### config.mk
export PLATFORM = sky130hd
export DESIGN_NAME = fpu_latency_sequencer
export DESIGN_NICKNAME = d
export VERILOG_FILES = /design/src/rtl/fpu_latency_sequencer.sv
export SDC_FILE = /design/constraint.sdc
export NUM_CORES = 1
export LEC_CHECK = 0
export ABC_CLOCK_PERIOD_IN_PS = 3250
export CAP_MARGIN = 0
export CORE_AREA = 8 8 75 103
export DETAILED_ROUTE_END_ITERATION = 12
export DIE_AREA = 0 0 83 111
export GPL_ROUTABILITY_DRIVEN = 0
export HOLD_SLACK_MARGIN = 0.08
export MAX_ROUTING_LAYER = met4
export PLACE_DENSITY_LB_ADDON = 0.08
export SLEW_MARGIN = 20
export SYNTH_ARGS = -nofsm -noshare
export SYNTH_HDL_FRONTEND = slang
export SYNTH_SLANG_ARGS = --single-unit
### constraint.sdc
create_clock -name clk -period 3.25 [get_ports clk]
set_input_delay 0.65 -clock clk [delete_from_list [all_inputs] [get_ports clk]]
set_output_delay 0.65 -clock clk [all_outputs]
set_load 0.03 [all_outputs]
### src/rtl/fpu_latency_sequencer.sv
// Latency sequencer for multi-cycle FP ops in the execute stage: decodes the
// function opcode into a latency class, stalls the pipe and pulses done on completion.
module fpu_latency_sequencer #(
    parameter int LAT_C1 = 1,
    parameter int LAT_C2 = 2,
    parameter int LAT_C3 = 3,
    parameter int CNT_W  = 32
) (
    input  logic             clk,
    input  logic             rst,
    input  logic             issue_valid_i,
    input  logic [5:0]       functop_i,
    input  logic [4:0]       issue_rd_i,
    input  logic             flush_i,
    output logic             issue_ready_o,
    output logic             stall_o,
    output logic             done_valid_o,
    output logic [4:0]       done_rd_o,
    output logic             pend_valid_o,
    output logic [4:0]       pend_rd_o,
    output logic [1:0]       lat_class_o,
    output logic [CNT_W-1:0] stall_cycles_o
);

    typedef enum logic {IDLE, RUN} state_t;

    state_t           state_q, state_d;
    logic [3:0]       cnt_q, cnt_d;
    logic [4:0]       pend_rd_q, pend_rd_d;
    logic [1:0]       lat_class_q, lat_class_d;
    logic [CNT_W-1:0] stall_cycles_q;
    logic [1:0]       dec_class;
    logic [3:0]       dec_lat;

    // Opcode to latency class; the classes are disjoint, all else is class 0.
    always_comb begin
        dec_class = 2'd0;
        case (functop_i)
            6'b010011:                                  dec_class = 2'd3;
            6'b010000, 6'b010001, 6'b010010, 6'b010100: dec_class = 2'd2;
            6'b011001, 6'b011010, 6'b010110, 6'b010111: dec_class = 2'd1;
            default:                                    dec_class = 2'd0;
        endcase
        case (dec_class)
            2'd1:    dec_lat = 4'(LAT_C1);
            2'd2:    dec_lat = 4'(LAT_C2);
            2'd3:    dec_lat = 4'(LAT_C3);
            default: dec_lat = 4'd0;
        endcase
    end

    // NOTE: every signal driven here gets a default first so no latch is inferred.
    always_comb begin
        state_d       = state_q;
        cnt_d         = cnt_q;
        pend_rd_d     = pend_rd_q;
        lat_class_d   = lat_class_q;
        issue_ready_o = 1'b0;
        stall_o       = 1'b0;
        done_valid_o  = 1'b0;
        done_rd_o     = 5'd0;
        pend_valid_o  = 1'b0;
        case (state_q)
            IDLE: begin
                issue_ready_o = 1'b1;
                if (issue_valid_i && !flush_i && dec_class != 2'd0) begin
                    stall_o     = 1'b1;
                    state_d     = RUN;
                    cnt_d       = dec_lat - 4'd1;
                    pend_rd_d   = issue_rd_i;
                    lat_class_d = dec_class;
                end
            end
            RUN: begin
                pend_valid_o = 1'b1;
                if (flush_i) begin
                    // Aborted op never reports completion.
                    state_d     = IDLE;
                    cnt_d       = 4'd0;
                    pend_rd_d   = 5'd0;
                    lat_class_d = 2'd0;
                end else if (cnt_q != 4'd0) begin
                    stall_o = 1'b1;
                    cnt_d   = cnt_q - 4'd1;
                end else begin
                    done_valid_o = 1'b1;
                    done_rd_o    = pend_rd_q;
                    state_d      = IDLE;
                    pend_rd_d    = 5'd0;
                    lat_class_d  = 2'd0;
                end
            end
            default: state_d = IDLE;
        endcase
    end

    // NOTE: sequential state uses non-blocking assignments so all registers update together.
    always_ff @(posedge clk) begin
        if (rst) begin
            state_q        <= IDLE;
            cnt_q          <= 4'd0;
            pend_rd_q      <= 5'd0;
            lat_class_q    <= 2'd0;
            stall_cycles_q <= '0;
        end else begin
            state_q     <= state_d;
            cnt_q       <= cnt_d;
            pend_rd_q   <= pend_rd_d;
            lat_class_q <= lat_class_d;
            if (stall_o) stall_cycles_q <= stall_cycles_q + CNT_W'(1);
        end
    end

    assign pend_rd_o      = pend_valid_o ? pend_rd_q : 5'd0;
    assign lat_class_o    = lat_class_q;
    assign stall_cycles_o = stall_cycles_q;

endmodule

Word-level counts from Yosys, hierarchy flattened. Memories as Yosys holds them, arrays and structs flattened. Cells that the tools add are included.

$add $sub $neg: 3. Bitwise gates (word level): 1. Equality and inequality tests: 6. Multiplexer cells: 27. Reductions and logical operators: 7.

Operators with widths (count): two-way mux 5 bit (7); adder 32 x 1 -> 32 bit, second input constant (1); two-way mux 4 bit (3); one-hot mux 5 bit (2 select lines) (1); two-way mux 1 bit (8); two-way mux 2 bit (4); one-hot mux 4 bit (2 select lines) (1); subtractor 4 x 1 -> 4 bit, second input constant (2); one-hot mux 2 bit (3 select lines) (1); equality test 2 bit, second input constant (2); one-hot mux 2 bit (2 select lines) (1); AND reduction 2 bit (2); nonzero test 4 bit (1); != test 3 x 2 -> 1 bit, second input constant (1); != test 3 bit, second input constant (1); equality test 2 x 1 -> 1 bit, second input constant (1); logical AND 1 bit (2); != test 2 bit, second input constant (1); one-hot mux 1 bit (2 select lines) (1); nonzero test 2 bit (1); zero test 1 bit (1); NOT 1 bit (1).

Memories kept: 1. Flip-flop bits (word level): 44. Bits of input ports: 15. Bits in read-only memories: 64. Logic and storage cells: 50.

Memories: (name not given) (words 32, bits a word 2, read ports 1, clocked after memory_dff 0, write ports 0, line 38) `case (functop_i)`.

Logic depth before layout (Yosys ltp). Gate-level depths: netlist of the first run. An unclocked memory read counts as a cell.

Depth after elaboration: 7. Gate-level depth with buffers: 12.

Worst setup path before layout of the first run. OpenSTA, ideal clock, no wires.

Kind: input to output. Start: in functop_i[0]. End: out stall_o. Stages: 10. Path buffers: 1. Data required time: 2.600 ns. Arrival time: 2.310 ns. Path slack: 0.290 ns. Cells stage by stage: inv_1 -> ha_1 -> mux2i_1 -> o22ai_1 -> nand2_1 -> ha_1 -> nor3b_4 -> a2bb2oi_2 -> buf_6 -> inv_1.

Longest elaborated chain between the ends: 6.

RTL lines: start, declared (line 12) `input logic [5:0] functop_i,`; memory (32 x 2 bit); two-way mux 2 bit (line 38); nonzero test 2 bit (line 66) `if (issue_valid_i && !flush_i && dec_class != 2'd0) begin`; logical AND 1 bit (line 66); two-way mux 1 bit (line 66); one-hot mux 1 bit (2 select lines) (line 63) `case (state_q)`; end, declared (line 16) `output logic stall_o,`.

No other way between the ends.

Worst setup path in the final report of the first run.
Start: in functop_i[3]. End: out stall_o.

Same word-level chain as after synthesis.

==> impl_results.md, run 1 <==
* Clock power share at 36.6%
* Antenna violations before repair at 0
* Most numerous cell in the Yosys netlist: dfxtp_1
* Clk_lat worst skew at 0.29 ns
* Post-synth EDFFs at 0
* DRT Wirelength at 6.80 mm
* Critical Path AT at 2.43 ns
* Crit Path Class: input pin to primary output
* Final setup vio count at 0
* I/O pins at 63
* Switching Fraction at 22.4%
* Grt ovf at 0
* Worst slack, placed at -0.161 ns
* Ys Warns at 0
* Ranking of synthesized cells by area: dfxtp_1 37%, mux2_2 6.1%, a21oi_1 5.6%, or4_1 4.4%, o31ai_1 4.0%
* Yosys top cell area share at 36.5%
* Die Y-Extent at 111 um
* Vias in the first global route at 2296
* Die area at 9210 um2
* Max frequency at 324 MHz
* Htree depth at 2
* Residual DRC at 0
* Largest net degree at the start of global routing at 42
* Worst setup SP type: input pin
* Maximum VDD drop at 0.219 mV
* Internal power at 777 uW
* CTS Buf Count at 5
* Slew at the pin closest to its max-slew limit at 0.737 ns
* First-pass GRT wire length at 11.3 mm
* Clock Sinks at 44
* Vias at 2376
* Core Rows at 34
* Layout area overhead at 38.7%
* Pwr dens at 300 nW/um2
* Final core occ at 54.2%
* Synth cell types at 41
* Skew final at 0.00492 ns
* Routed Antenna Nets at 0
* Syn Nets at 307
* Vias per cell at 5.46
* Max FO, Critical Path at 3
* Required time of the critical path at 2.60 ns
* Final Hold Vio Count at 0
* Nets@finish at 383
* Filler cells at 595
* Longest Clk Path Bufs at 2
* Pins Over Slew Limit at 0
* Cell Area, Synth at 2410 um2
* Ys flop type: dfxtp_1
* #FFs+latches synth at 44
* Sequential area share after synthesis at 36.5%
* Die W at 83 um
* Crit end category: primary output
* CTS tree: done
* Max_slew headroom at 50.8%
* RSZ-0062 raised after global routing: false
* Area leader, netlist: dfxtp_1
* Final worst slack at 0.166 ns
* LEAKAGE at 0.00119 uW
* Initial DRC Count at 45
* Tot GR Track Use at 14.9%
* Period utilisation layout at 94.9%
* Synth Instances at 287
* Clk slew on worst S/H paths at 0.08 ns
* Share of layout cells above drive strength 1 at 16.3%
* Seq pwr share at 54.3%
* Root buffer cell: clkbuf_8
* Drt wl/cell at 15.6 um
* Core area at 6170 um2
* Mapped Avg Cell Area at 8.40 um2
* Starting Density at 39.1%
* Psw at 225 uW
* Total power at 1000 uW
* DRT Pass-1 Iters at 6
* Status: completed
* Post-synth ARST share at 0%
* Hold crit path type: register to register
* Max_cap viols at 0
* DP Wirelength at 4.98 mm
* Power share of the combinational group at 9.1%
* R2R setup slack at 0.91 ns
* Fin crit period at 3.08 ns
* Hold-fix buffers at CTS at 0
* ANT cells at 0
* PortBufs at 62
* Post-synth top cells: 44 x dfxtp_1, 27 x a21oi_1, 23 x nor2_1, 20 x nand2_1, 17 x nand3_1
## state kept, by name, summed over array words and instances, names as in the netlist
name and flops:
state_q 1, lat_class_o 2, stall_cycles_o 32, cnt_q 4, pend_rd_q 5
## cells in the final DEF (no fill, tap or decap), drive strengths merged, types with 2 or more instances in the layout
cell,instances
a21oi,27
and2,12
and3,2
and4,7
buf,29
clkbuf,7
clkdlybuf4s50,53
dfxtp,44
dlygate4sd2,2
ha,5
inv,7
mux2,13
nand2,21
nand2b,3
nand3,17
nand4,7
nor2,23
nor2b,14
nor3,4
nor3b,3
nor4,9
o21ai,6
o22ai,3
o31ai,13
or3,6
or4,14
## per-layer routing
layer  track usage [%]  part of all wire (%)  vias to the layer above
li1                  -                     -                     1210
met1              14.8                    42                     1112
met2              27.7                    53                       47
met3              3.60                   4.0                        7
met4              3.88                   1.0                        0
met5                 -                     0                        -
## stage by stage
step	area (um2)	instances	hold WS [ns]	setup TNS, ns
final	3340	435	0.450	0
after global routing	3340	435	0.477	0
after CTS	3340	435	0.457	0
after detailed placement	3180	424	0.445	-2.41
after global placement	3180	424	0.445	-1.38
after floorplan	2410	287	0.436	0
## layout make-up
type,count,area (um2),share of cell area (%)
Clock buffer,7,96.3,2.88
Inverter,7,26.3,0.786
Multi-Input combinational cell,220,1430,42.6
Sequential cell,44,881,26.3
Tap cell,72,90.1,2.69
Timing Repair Buffer,85,825,24.7
## timing repair
action,4_1_cts,5_1_grt
resized for setup,6,0
setup buffers,3,0
endpoints found under the setup margin,1,0
## power by group through the flow
stage | combinational, uW | sequential (uW) | clock [uW]
global placement | 84.1 | 557 | 0
global route | 99.2 | 545 | 401
detailed placement | 85.4 | 557 | 0
floorplan | 41.8 | 558 | 0
CTS | 91.5 | 545 | 384
finish | 90.9 | 545 | 367
## cells by family after synthesis
group / count (synthesis) / synth area share (%)
compound gates: 55 / 14.0
xor+xnor: 1 / 0.363
fa+ha+maj: 5 / 2.59
buf+inv: 23 / 4.88
flops: 44 / 36.5
mux: 14 / 6.49
simple gates: 145 / 35.1
## final timing paths
check	from	end	cells after the start
setup / recovery	functop_i[3]	stall_o	10
hold / removal	lat_class_o[1]$_SDFFE_PP0P_	lat_class_o[1]$_SDFFE_PP0P_	2
setup reg to reg	state_q$_SDFF_PP0_	stall_cycles_o[8]$_SDFFE_PP0P_	8
hold reg to reg	lat_class_o[1]$_SDFFE_PP0P_	lat_class_o[1]$_SDFFE_PP0P_	2
## critical path, stage by stage
cell	delay, ns
clkdlybuf4s50_1	0.52
mux2i_1	0.09
o22ai_1	0.22
nand2_1	0.09
ha_2	0.21
nor3b_4	0.25
a2bb2oi_4	0.10
buf_12	0.14
inv_2	0.05
buf_6	0.12
No activity file was read; power rests on OpenSTA's default activity.
==> inputs of run 2 (changes only) <==
Settings changed: CTS_CLUSTER_DIAMETER set to 150.
==> results of run 2 <==
No change in the layout: final DEF, timing and power equal those of run 1.
